<file path="src/rtl/bomb_pkg.sv">
// Shared constants, FSM encoding and helpers for the bomb placement scheduler.
package bomb_pkg;

    localparam int MAX_BOMBS  = 2;
    localparam int FUSE_TICKS = 3;
    localparam logic [3:0] GRID_MIN = 4'd1;
    localparam logic [3:0] GRID_MAX = 4'd8;

    localparam logic [1:0] MAX_COUNT = 2'(MAX_BOMBS);
    localparam logic [1:0] LAST_AGE  = 2'(FUSE_TICKS - 1);
    localparam logic [1:0] NEW_BOMB  = 2'd1;

    typedef enum logic [1:0] {IDLE, READ, WRITE, ADV} state_t;
    typedef enum logic {PLAYER_A = 1'b0, PLAYER_B = 1'b1} player_t;

    function automatic logic in_grid(input logic [3:0] c);
        return (c >= GRID_MIN) && (c <= GRID_MAX);
    endfunction

endpackage

</file>
<file path="src/rtl/bomb_scheduler_if.sv">
// Request/bomb-map bundle between the scheduler (slave) and its environment (master).
interface bomb_scheduler_if;

    logic       tick;
    logic       reqA, reqB;
    logic [3:0] playerAx, playerAy, playerBx, playerBy;
    logic [1:0] cellState;
    logic [3:0] rdX, rdY;
    logic       wrEn;
    logic [3:0] wrX, wrY;
    logic [1:0] wrState;
    logic       advance;
    logic       grantA, grantB, denyA, denyB;
    logic [1:0] bombsA, bombsB;

    modport slave (
        input  tick, reqA, reqB, playerAx, playerAy, playerBx, playerBy, cellState,
        output rdX, rdY, wrEn, wrX, wrY, wrState, advance,
               grantA, grantB, denyA, denyB, bombsA, bombsB
    );

    modport master (
        output tick, reqA, reqB, playerAx, playerAy, playerBx, playerBy, cellState,
        input  rdX, rdY, wrEn, wrX, wrY, wrState, advance,
               grantA, grantB, denyA, denyB, bombsA, bombsB
    );

endinterface

</file>
<file path="src/rtl/bomb_slot_tracker.sv">
// Per-player live-bomb slots: allocate on placement, age on every advance, free at fuse end.
module bomb_slot_tracker
    import bomb_pkg::*;
(
    input  logic       clk,
    input  logic       rst,
    input  logic       alloc,
    input  logic       advance,
    output logic [1:0] count
);

    logic [MAX_BOMBS-1:0] valid;
    logic [1:0]           age [MAX_BOMBS];
    logic [MAX_BOMBS-1:0] free_sel;
    logic                 found;

    // NOTE: every variable gets a default before the loop, so no path can infer a latch.
    always_comb begin
        free_sel = '0;
        found    = 1'b0;
        for (int i = 0; i < MAX_BOMBS; i++) begin
            if (!valid[i] && !found) begin
                free_sel[i] = 1'b1;
                found       = 1'b1;
            end
        end
    end

    always_ff @(posedge clk) begin
        if (!rst) begin
            valid <= '0;
            // NOTE: ages are cleared too, so a reused slot never inherits a stale fuse.
            for (int i = 0; i < MAX_BOMBS; i++) age[i] <= '0;
        end else begin
            for (int i = 0; i < MAX_BOMBS; i++) begin
                if (advance && valid[i]) begin
                    if (age[i] == LAST_AGE) begin
                        valid[i] <= 1'b0;
                        age[i]   <= '0;
                    end else begin
                        age[i] <= age[i] + 2'd1;
                    end
                end else if (alloc && free_sel[i]) begin
                    valid[i] <= 1'b1;
                    age[i]   <= '0;
                end
            end
        end
    end

    always_comb begin
        count = '0;
        for (int i = 0; i < MAX_BOMBS; i++) count = count + 2'(valid[i]);
    end

endmodule

</file>
<file path="src/rtl/bomb_scheduler.sv">
// Round-robin bomb placement arbiter with tick-driven fuse ageing of each player's bombs.
module bomb_scheduler
    import bomb_pkg::*;
(
    input logic             clk,
    input logic             rst,
    bomb_scheduler_if.slave bus
);

    state_t     state, next_state;
    player_t    rr_ptr, winner;
    logic       pend_tick;
    logic [3:0] rd_x, rd_y, wr_x, wr_y;
    logic [1:0] bombs_a, bombs_b, win_count;
    logic       pick_b, deny_hit;
    logic       wr_en_d, advance_d, grant_a_d, grant_b_d, deny_a_d, deny_b_d;
    logic       wr_en_q, advance_q, grant_a_q, grant_b_q, deny_a_q, deny_b_q;

    assign pick_b    = bus.reqB && (!bus.reqA || rr_ptr == PLAYER_B);
    assign win_count = (winner == PLAYER_A) ? bombs_a : bombs_b;
    assign deny_hit  = (bus.cellState != 2'd0) || !in_grid(rd_x) || !in_grid(rd_y)
                       || (win_count == MAX_COUNT);

    // NOTE: sequential state uses non-blocking assignments so all registers update together.
    always_ff @(posedge clk) begin
        if (!rst) state <= IDLE;
        else      state <= next_state;
    end

    always_comb begin
        next_state = state;
        case (state)
            IDLE: begin
                if (bus.tick || pend_tick)    next_state = ADV;
                else if (bus.reqA || bus.reqB) next_state = READ;
            end
            READ:    next_state = deny_hit ? IDLE : WRITE;
            WRITE:   next_state = IDLE;
            ADV:     next_state = IDLE;
            default: next_state = IDLE;
        endcase
    end

    // Outputs are decided one state ahead and registered, so they line up with WRITE/ADV.
    always_comb begin
        wr_en_d   = 1'b0;
        grant_a_d = 1'b0;
        grant_b_d = 1'b0;
        deny_a_d  = 1'b0;
        deny_b_d  = 1'b0;
        advance_d = (next_state == ADV);
        if (state == READ && next_state == WRITE) begin
            wr_en_d   = 1'b1;
            grant_a_d = (winner == PLAYER_A);
            grant_b_d = (winner == PLAYER_B);
        end
        if (state == READ && next_state == IDLE) begin
            deny_a_d = (winner == PLAYER_A);
            deny_b_d = (winner == PLAYER_B);
        end
    end

    always_ff @(posedge clk) begin
        if (!rst) begin
            wr_en_q   <= 1'b0;
            advance_q <= 1'b0;
            grant_a_q <= 1'b0;
            grant_b_q <= 1'b0;
            deny_a_q  <= 1'b0;
            deny_b_q  <= 1'b0;
            wr_x      <= '0;
            wr_y      <= '0;
        end else begin
            wr_en_q   <= wr_en_d;
            advance_q <= advance_d;
            grant_a_q <= grant_a_d;
            grant_b_q <= grant_b_d;
            deny_a_q  <= deny_a_d;
            deny_b_q  <= deny_b_d;
            if (wr_en_d) begin
                wr_x <= rd_x;
                wr_y <= rd_y;
            end
        end
    end

    always_ff @(posedge clk) begin
        if (!rst) begin
            rd_x      <= '0;
            rd_y      <= '0;
            winner    <= PLAYER_A;
            rr_ptr    <= PLAYER_A;
            pend_tick <= 1'b0;
        end else begin
            if (state == IDLE && next_state == READ) begin
                winner <= pick_b ? PLAYER_B : PLAYER_A;
                rd_x   <= pick_b ? bus.playerBx : bus.playerAx;
                rd_y   <= pick_b ? bus.playerBy : bus.playerAy;
            end
            if (state == WRITE) rr_ptr <= (rr_ptr == PLAYER_A) ? PLAYER_B : PLAYER_A;
            if (state == ADV)
                pend_tick <= 1'b0;
            else if (bus.tick && (state == READ || state == WRITE))
                pend_tick <= 1'b1;
        end
    end

    bomb_slot_tracker u_slots_a (
        .clk     (clk),
        .rst     (rst),
        .alloc   (state == WRITE && winner == PLAYER_A),
        .advance (state == ADV),
        .count   (bombs_a)
    );

    bomb_slot_tracker u_slots_b (
        .clk     (clk),
        .rst     (rst),
        .alloc   (state == WRITE && winner == PLAYER_B),
        .advance (state == ADV),
        .count   (bombs_b)
    );

    assign bus.rdX     = rd_x;
    assign bus.rdY     = rd_y;
    assign bus.wrEn    = wr_en_q;
    assign bus.wrX     = wr_x;
    assign bus.wrY     = wr_y;
    assign bus.wrState = NEW_BOMB;
    assign bus.advance = advance_q;
    assign bus.grantA  = grant_a_q;
    assign bus.grantB  = grant_b_q;
    assign bus.denyA   = deny_a_q;
    assign bus.denyB   = deny_b_q;
    assign bus.bombsA  = bombs_a;
    assign bus.bombsB  = bombs_b;

endmodule

</file>
<file path="src/flat_wrapper.sv">
// flat-port wrapper written by rule: the top's interface ports become plain ports
module bomb_scheduler_flat import bomb_pkg::*;
  (clk, rst, bus_tick, bus_reqA, bus_reqB, bus_playerAx, bus_playerAy, bus_playerBx, bus_playerBy, bus_cellState, bus_rdX, bus_rdY, bus_wrEn, bus_wrX, bus_wrY, bus_wrState, bus_advance, bus_grantA, bus_grantB, bus_denyA, bus_denyB, bus_bombsA, bus_bombsB);
  bomb_scheduler_if bus_i ();
  input logic clk;
  input logic rst;
  input wire logic [$bits(bus_i.tick)-1:0] bus_tick;
  input wire logic [$bits(bus_i.reqA)-1:0] bus_reqA;
  input wire logic [$bits(bus_i.reqB)-1:0] bus_reqB;
  input wire logic [$bits(bus_i.playerAx)-1:0] bus_playerAx;
  input wire logic [$bits(bus_i.playerAy)-1:0] bus_playerAy;
  input wire logic [$bits(bus_i.playerBx)-1:0] bus_playerBx;
  input wire logic [$bits(bus_i.playerBy)-1:0] bus_playerBy;
  input wire logic [$bits(bus_i.cellState)-1:0] bus_cellState;
  output wire logic [$bits(bus_i.rdX)-1:0] bus_rdX;
  output wire logic [$bits(bus_i.rdY)-1:0] bus_rdY;
  output wire logic [$bits(bus_i.wrEn)-1:0] bus_wrEn;
  output wire logic [$bits(bus_i.wrX)-1:0] bus_wrX;
  output wire logic [$bits(bus_i.wrY)-1:0] bus_wrY;
  output wire logic [$bits(bus_i.wrState)-1:0] bus_wrState;
  output wire logic [$bits(bus_i.advance)-1:0] bus_advance;
  output wire logic [$bits(bus_i.grantA)-1:0] bus_grantA;
  output wire logic [$bits(bus_i.grantB)-1:0] bus_grantB;
  output wire logic [$bits(bus_i.denyA)-1:0] bus_denyA;
  output wire logic [$bits(bus_i.denyB)-1:0] bus_denyB;
  output wire logic [$bits(bus_i.bombsA)-1:0] bus_bombsA;
  output wire logic [$bits(bus_i.bombsB)-1:0] bus_bombsB;
  assign bus_i.tick = bus_tick;
  assign bus_i.reqA = bus_reqA;
  assign bus_i.reqB = bus_reqB;
  assign bus_i.playerAx = bus_playerAx;
  assign bus_i.playerAy = bus_playerAy;
  assign bus_i.playerBx = bus_playerBx;
  assign bus_i.playerBy = bus_playerBy;
  assign bus_i.cellState = bus_cellState;
  assign bus_rdX = bus_i.rdX;
  assign bus_rdY = bus_i.rdY;
  assign bus_wrEn = bus_i.wrEn;
  assign bus_wrX = bus_i.wrX;
  assign bus_wrY = bus_i.wrY;
  assign bus_wrState = bus_i.wrState;
  assign bus_advance = bus_i.advance;
  assign bus_grantA = bus_i.grantA;
  assign bus_grantB = bus_i.grantB;
  assign bus_denyA = bus_i.denyA;
  assign bus_denyB = bus_i.denyB;
  assign bus_bombsA = bus_i.bombsA;
  assign bus_bombsB = bus_i.bombsB;
  bomb_scheduler u_core (.clk(clk), .rst(rst), .bus(bus_i));
endmodule
</file>
<file path="config.mk">
export PLATFORM = sky130hd
export DESIGN_NAME = bomb_scheduler_flat
export DESIGN_NICKNAME = d
export VERILOG_FILES = /design/src/rtl/bomb_pkg.sv /design/src/rtl/bomb_scheduler_if.sv /design/src/rtl/bomb_slot_tracker.sv /design/src/rtl/bomb_scheduler.sv /design/src/flat_wrapper.sv
export SDC_FILE = /design/constraint.sdc
export NUM_CORES = 1
export LEC_CHECK = 0
export BUFFER_PORTS_ARGS = -buffer_cell sky130_fd_sc_hd__buf_2
export CORE_MARGIN = 3
export CORE_UTILIZATION = 40
export CTS_CLUSTER_DIAMETER = 150
export DETAILED_ROUTE_END_ITERATION = 8
export RECOVER_POWER = 50
export SKIP_LAST_GASP = 1
export SLEW_MARGIN = 25
export SYNTH_ARGS = -nofsm -noshare
export SYNTH_HDL_FRONTEND = slang
export SYNTH_SLANG_ARGS = --single-unit
</file>
<file path="constraint.sdc">
create_clock -name clk -period 5.8 [get_ports clk]
set_input_delay 1.16 -clock clk [delete_from_list [all_inputs] [get_ports clk]]
set_output_delay 1.16 -clock clk [all_outputs]
set_load 0.01 [all_outputs]
</file>
=== After elaboration in Yosys (flattened, before gate mapping) ===
Memories as Yosys holds them, arrays and structs flattened.
Cells that the tools add are included.

* Register bits after elaboration: 31
* Bits in writable memories: 8
* Bits of input ports: 23
* Output and inout bits: 28
* Word-level logic and storage cells: 192
* Memories: 2

{| class="wikitable"
|+ Memory list
! name !! depth !! width !! read ports !! clocked after Yosys merged registers in !! write ports !! line !! text
|-
| u_core.u_slots_a.age || 2 || 2 || 2 || 0 || 2 || bomb_slot_tracker.sv:13 || <nowiki>logic [1:0] age [MAX_BOMBS];</nowiki>
|-
| u_core.u_slots_b.age || 2 || 2 || 2 || 0 || 2 || bomb_slot_tracker.sv:13 ||
|}

* $add $sub $neg: 6
* Magnitude comparators: 4
* Eq/ne operators: 15
* Mux-type cells: 87
* Bitwise operators: 14
* Reduce and logical (&&, ||, !) cells: 46

{| class="wikitable"
|+ Operators with widths
! cell !! count
|-
| $mux W1 || 68
|-
| $mux W2 || 16
|-
| $logic_and A1 B1 Y1 || 19
|-
| $eq A2 B2 Y1 const B || 9
|-
| $or A1 B1 Y1 || 12
|-
| $reduce_and A2 Y1 || 6
|-
| $reduce_bool A2 Y1 || 5
|-
| $add A2 B1 Y2 const B || 4
|-
| $ge A4 B1 Y1 const B || 2
|-
| $le A4 B4 Y1 const B || 2
|-
| $mux W4 || 2
|-
| $ne A2 B1 Y1 const B || 4
|-
| $logic_or A1 B1 Y1 || 7
|-
| $pmux W2 S3 || 1
|-
| $logic_not A1 Y1 || 5
|-
| $add A1 B1 Y2 || 2
|-
| $eq A2 B1 Y1 const B || 2
|-
| $logic_not A2 Y1 || 2
|-
| $reduce_or A2 Y1 || 2
|-
| $not A1 Y1 || 2
|}

=== Depth between registers and ports, before layout ===
* Depth in word-level cells: 11
* Gate-level depth with buffers: 8

=== Cells and area by module ===
From an unflattened synthesis, not the netlist that was laid out.

* Cell total of the unflattened synthesis: 188
* Area total of the unflattened synthesis: 1,883.1 µm²

{| class="wikitable"
|+ By module, submodules not included
! module !! times used !! cells each !! area an instance (µm²)
|-
| bomb_scheduler || 1 || 132 || 1,262.5
|-
| bomb_slot_tracker || 2 || 28 || 310.3
|}

=== Least setup slack after synthesis ===
Ideal clock, no wire load.

* Kind: in2reg
* Start point: in bus_cellState[1]
* End point: reg u_core.wr_x[0], in the netlist u_core.bus.wrX[0]
* Data arrival time: 2.481 ns
* Path slack: 3.247 ns
* Stages: 5
* Cell sequence: or4b_4 o41ai_4 and3_1 buf_6 mux2i_1

* Word-level cells in the longest chain between the ends: 9

{| class="wikitable"
|+ Ends and longest elaborated chain
! item !! line !! text
|-
| start, declared || flat_wrapper.sv:14 || <nowiki>input wire logic [$bits(bus_i.cellState)-1:0] bus_cellState;</nowiki>
|-
| $reduce_bool A2 Y1 || bomb_scheduler.sv:21 || <nowiki>assign deny_hit = (bus.cellState != 2'd0) || !in_grid(rd_x) || !in_grid(rd_y)</nowiki>
|-
| $logic_or A1 B1 Y1 (2 in series) || bomb_scheduler.sv:21 ||
|-
| $logic_or A1 B1 Y1 || bomb_scheduler.sv:22 || <nowiki>|| (win_count == MAX_COUNT);</nowiki>
|-
| $mux W2 || bomb_scheduler.sv:37 || <nowiki>READ: next_state = deny_hit ? IDLE : WRITE;</nowiki>
|-
| $pmux W2 S3 || bomb_scheduler.sv:32 || <nowiki>case (state)</nowiki>
|-
| $eq A2 B2 Y1 || bomb_scheduler.sv:52 || <nowiki>if (state == READ && next_state == WRITE) begin</nowiki>
|-
| $logic_and A1 B1 Y1 || bomb_scheduler.sv:52 ||
|-
| $mux W1 || bomb_scheduler.sv:52 ||
|-
| end signal, assigned || bomb_scheduler.sv:81 || <nowiki>wr_x <= rd_x;</nowiki>
|-
| end, declared || bomb_scheduler.sv:13 || <nowiki>logic [3:0] rd_x, rd_y, wr_x, wr_y;</nowiki>
|}

Every way passes these cells.
A chain may end at the register's enable or synchronous reset.

==> results.txt <==
- The run finished with clean final reports.
- After detailed routing, the number of remaining DRC violations is 0.
- VDD IR max: 0.140 mV
* Static Leak: 0.905 nW
- Number of antenna violations at the first check in global routing: 0
- The final layout contains routed wiring with a total length of 3.65 mm.
- For the worst-skew pair, the clock arrives at the later sink with an insertion delay of 290 ps.
- The startpoint identified for the worst register-to-register timing path is u_core.state[0].
- CP Data Arrival Time: 2950 ps
- Most numerous cell in the Yosys netlist: dfxtp_1
- Across the run, the number of max-cap violations was 0.
- Worst-case reg-to-reg path depth: 6
- Syn. warnings: 0
- The total area inside the core boundary comes to 4200 µm².
* Measured slew at the worst slew-check pin: 1370 ps
- After synthesis, the most frequently instantiated cells are dfxtp_1, nand2_1, nor2_1.
* Via density: 4.84
- After detailed routing, no signal wire sits above met4.
* Number of input and output port buffers inserted: 48
* Post-synthesis net count: 229
- In the final layout, the share of cells above drive strength 1 is 0.183.
* Number of H-tree levels: 2
- Number of hold violations in the final report: 0
- First-pass GRT wire length: 6.30 mm
- CTS sink cnt: 39
- The final layout contains 274 nets.
- DPL Wire Length: 2.71 mm
- Dominant combinational cell family by area after synthesis: simple AND/OR/NAND/NOR gates
- Clock tree synthesis selected as its root buffer the cell clkbuf_8.
- Counting the fill cells in the layout gives 418.
* Worst-case hold path end point: u_core.bus.wrY[3]
* Amount of wire on met2 after detailed routing: 1.66 mm
- Highest fanout seen on the critical path: 35
* Post-synthesis cell type count: 30
- Netlist area before placement: 1830 µm²
- Clock buffer depth: 2
- After global routing the overflow that remains totals 0.
- Total negative slack: 0 ps
- Post-CTS timing repair inserted 0 buffers for setup.
- Die outline area: 5410 µm²
* Initial DRT Pass Iterations: 4
* Start-to-end type of the worst setup path: input pin to register
- Clock-pin slew on the worst setup and hold paths: 80 ps
* Syn Inst Count: 194
* Setup repair after global routing missed its margin: false
- Multiplexer fraction of the synthesized cell area: 0.0932
* Total routing resource utilization after global routing: 0.151
- Cell taking the most area after synthesis: dfxtp_1
- In the final routing, the length of wire on met1 measures 1.74 mm.
- Die X-Extent: 73.6 µm
- Layout-stage area growth over the synthesis result: 17.0%
- Summing all multi-input logic gate instances after layout gives 861 µm².
* Post-Place Setup Slack: 2820 ps
- Gpl congestion: 0.754
* Total Power Consumption: 0.595 mW
* Compound-cell area share of the yosys netlist: 0.0788
- STA classifies the critical path endpoint as a register.
- Worst-case setup margin in the final layout: 3000 ps
* Chip Height: 73.6 µm
- Final antenna-violating net count: 0
* Initial core utilization: 0.434
- After clock tree synthesis, the flow added hold-fix buffers numbering 0.
- Number of synthesized flops with an enable pin: 8
* Fraction of the yosys area taken by sequential cells: 0.472
- Post-synth top flop: dfxtp_1
* Total power per unit cell area: 278 nW/µm²
* Total cell area at the placement stage: 2080 µm²
- Dividing the final minimum period by the clock period gives 0.483.
- Of the total synthesized cell area, the portion taken by full adders, half adders and majority gates is 0.0822.
- Post-CTS repair changed the size of 0 cells.
* Slew Limit Fails: 0
- In the final layout, flip-flops and latches occupy 861 µm².
- The worst hold path passes through 2 cells.
- The number of antenna diodes in the final layout is 0.
- Maximum clock frequency: 357 MHz
- Ys async rst share: 0
- TritonCTS built the clock tree.
- The tightest min-delay check is of the register to register type.
- The worst register-to-register path ends at u_core.bus.wrX[1].
* DRC marker count from the first detailed-route iteration: 67
* Register-to-Register Setup Slack: 3370 ps
* Avg Synthesized Cell Area: 9.41 µm²
* Hold Path Origin: u_core.bus.wrY[3]
- For this block, the via count after detailed routing is 1404.
* Inserted Clock Buffers: 5
- Summed over all nets, wire length on met3 after detailed routing comes to 188 µm.
- The floorplan has 23 rows.
* Simple-gate share of the synthesized area: 0.199
- Proportion of netlist area held by the largest area contributor: 0.340
- XOR/XNOR share of the synthesized area: 0.0144
- Synth top area cells: dfxtp_1, edfxtp_1, ha_1, nand2_1, mux2_2
* Setup violation total in the final timing report: 0
- Clock Skew: 4.46 ps
- Category of the worst setup path launch point: input pin
- For the finished layout, the period the worst path requires is 2800 ps.
- Pin count of the biggest net entering global routing: 36
- Finished layout cell area: 2140 µm²
* #FFs+latches synth: 39
* Worst EP required: 5950 ps
- For this design the top-level I/O count stands at 51.
* Relative slew slack: 0.0840
- Dividing the detail-routed wire length by the instance count gives 12.6 µm.
- Via count of the first global-routing pass: 1400
## final cells by class
class / count / area share
multi-input combinational: 132 / 0.403
sequential: 39 / 0.403
clock inverter: 3 / 0.00879
inverter: 12 / 0.0211
timing repair buffer: 49 / 0.103
tap: 50 / 0.0293
clock buffer: 5 / 0.0322
## routing by layer
metal / GRT usage / vias to the layer above
met2: 0.241 / 35
li1: - / 735
met1: 0.190 / 628
met4: 0.0664 / 0
met3: 0.0424 / 6
met5: 0 / -
## through the flow
stage                util  hold WS (ps)  instances
detailed placement  0.494           445        282
CTS                 0.515           461        290
finish              0.508           464        290
global route        0.508           490        290
global placement    0.494           443        282
floorplan               -           478        194
## worst max path at each step
stage | end | from
after global routing | u_core.u_slots_a.age[1][0] | rst
after CTS | u_core.bus.wrX[1] | bus_cellState[1]
after detailed placement | u_core.bus.wrX[0] | bus_cellState[1]
final | u_core.u_slots_b.age[1][1] | rst
after floorplan | u_core.bus.wrX[0] | bus_cellState[1]
after global placement | u_core.bus.wrX[2] | bus_cellState[1]
## kinds of logic (layout without fill, tap and decap cells)
family	count (synthesis)	in the layout
DFF	39	39
adders and majority gates	12	12
muxes	16	16
and+or+nand+nor	77	77
xor gates and xnor gates	3	3
other	2	2
buffers and inverters	23	69
AOI/OAI and AO/OA	22	22
## flip-flops by register name, summed over array words and instances, names as in the netlist, 2 cells and up
register,flops
u_core.bus.rdX,4
u_core.bus.rdY,4
u_core.bus.wrX,4
u_core.bus.wrY,4
u_core.u_slots_a.age,4
u_core.u_slots_b.age,4
u_core.state,2
u_core.u_slots_a.valid,2
u_core.u_slots_b.valid,2
## layout by cell type, fill, tap and decap left out, drive strengths merged
master,Yosys,layout
a21oi,4,4
a311oi,2,2
and2,3,3
and3,3,3
buf,5,26
clkbuf,6,28
clkinv,0,1
clkinvlp,0,1
conb,2,2
dfxtp,31,31
edfxtp,8,8
ha,12,12
inv,12,13
mux2,8,8
mux2i,8,8
nand2,28,28
nand3,14,14
nor2,15,15
nor2b,5,5
nor3,3,3
nor3b,2,2
o21ai,14,14
o41ai,2,2
or2,1,1
or3,2,2
or4b,1,1
xnor2,1,1
xor2,2,2
## power breakdown
group / internal [mW] / leakage [nW] / switching [mW] / total, mW
clock: 0.0840 / 0.0445 / 0.0975 / 0.181
combinational: 0.0423 / 0.525 / 0.0617 / 0.104
sequential: 0.295 / 0.336 / 0.0142 / 0.309
total: 0.421 / 0.905 / 0.173 / 0.595
## worst max-delay path: stages
cell      delay (ps)
clkbuf_1         980
nand2_1          290
or3_1            420
nor2_1           100
Power figures use the tool's default switching activity.
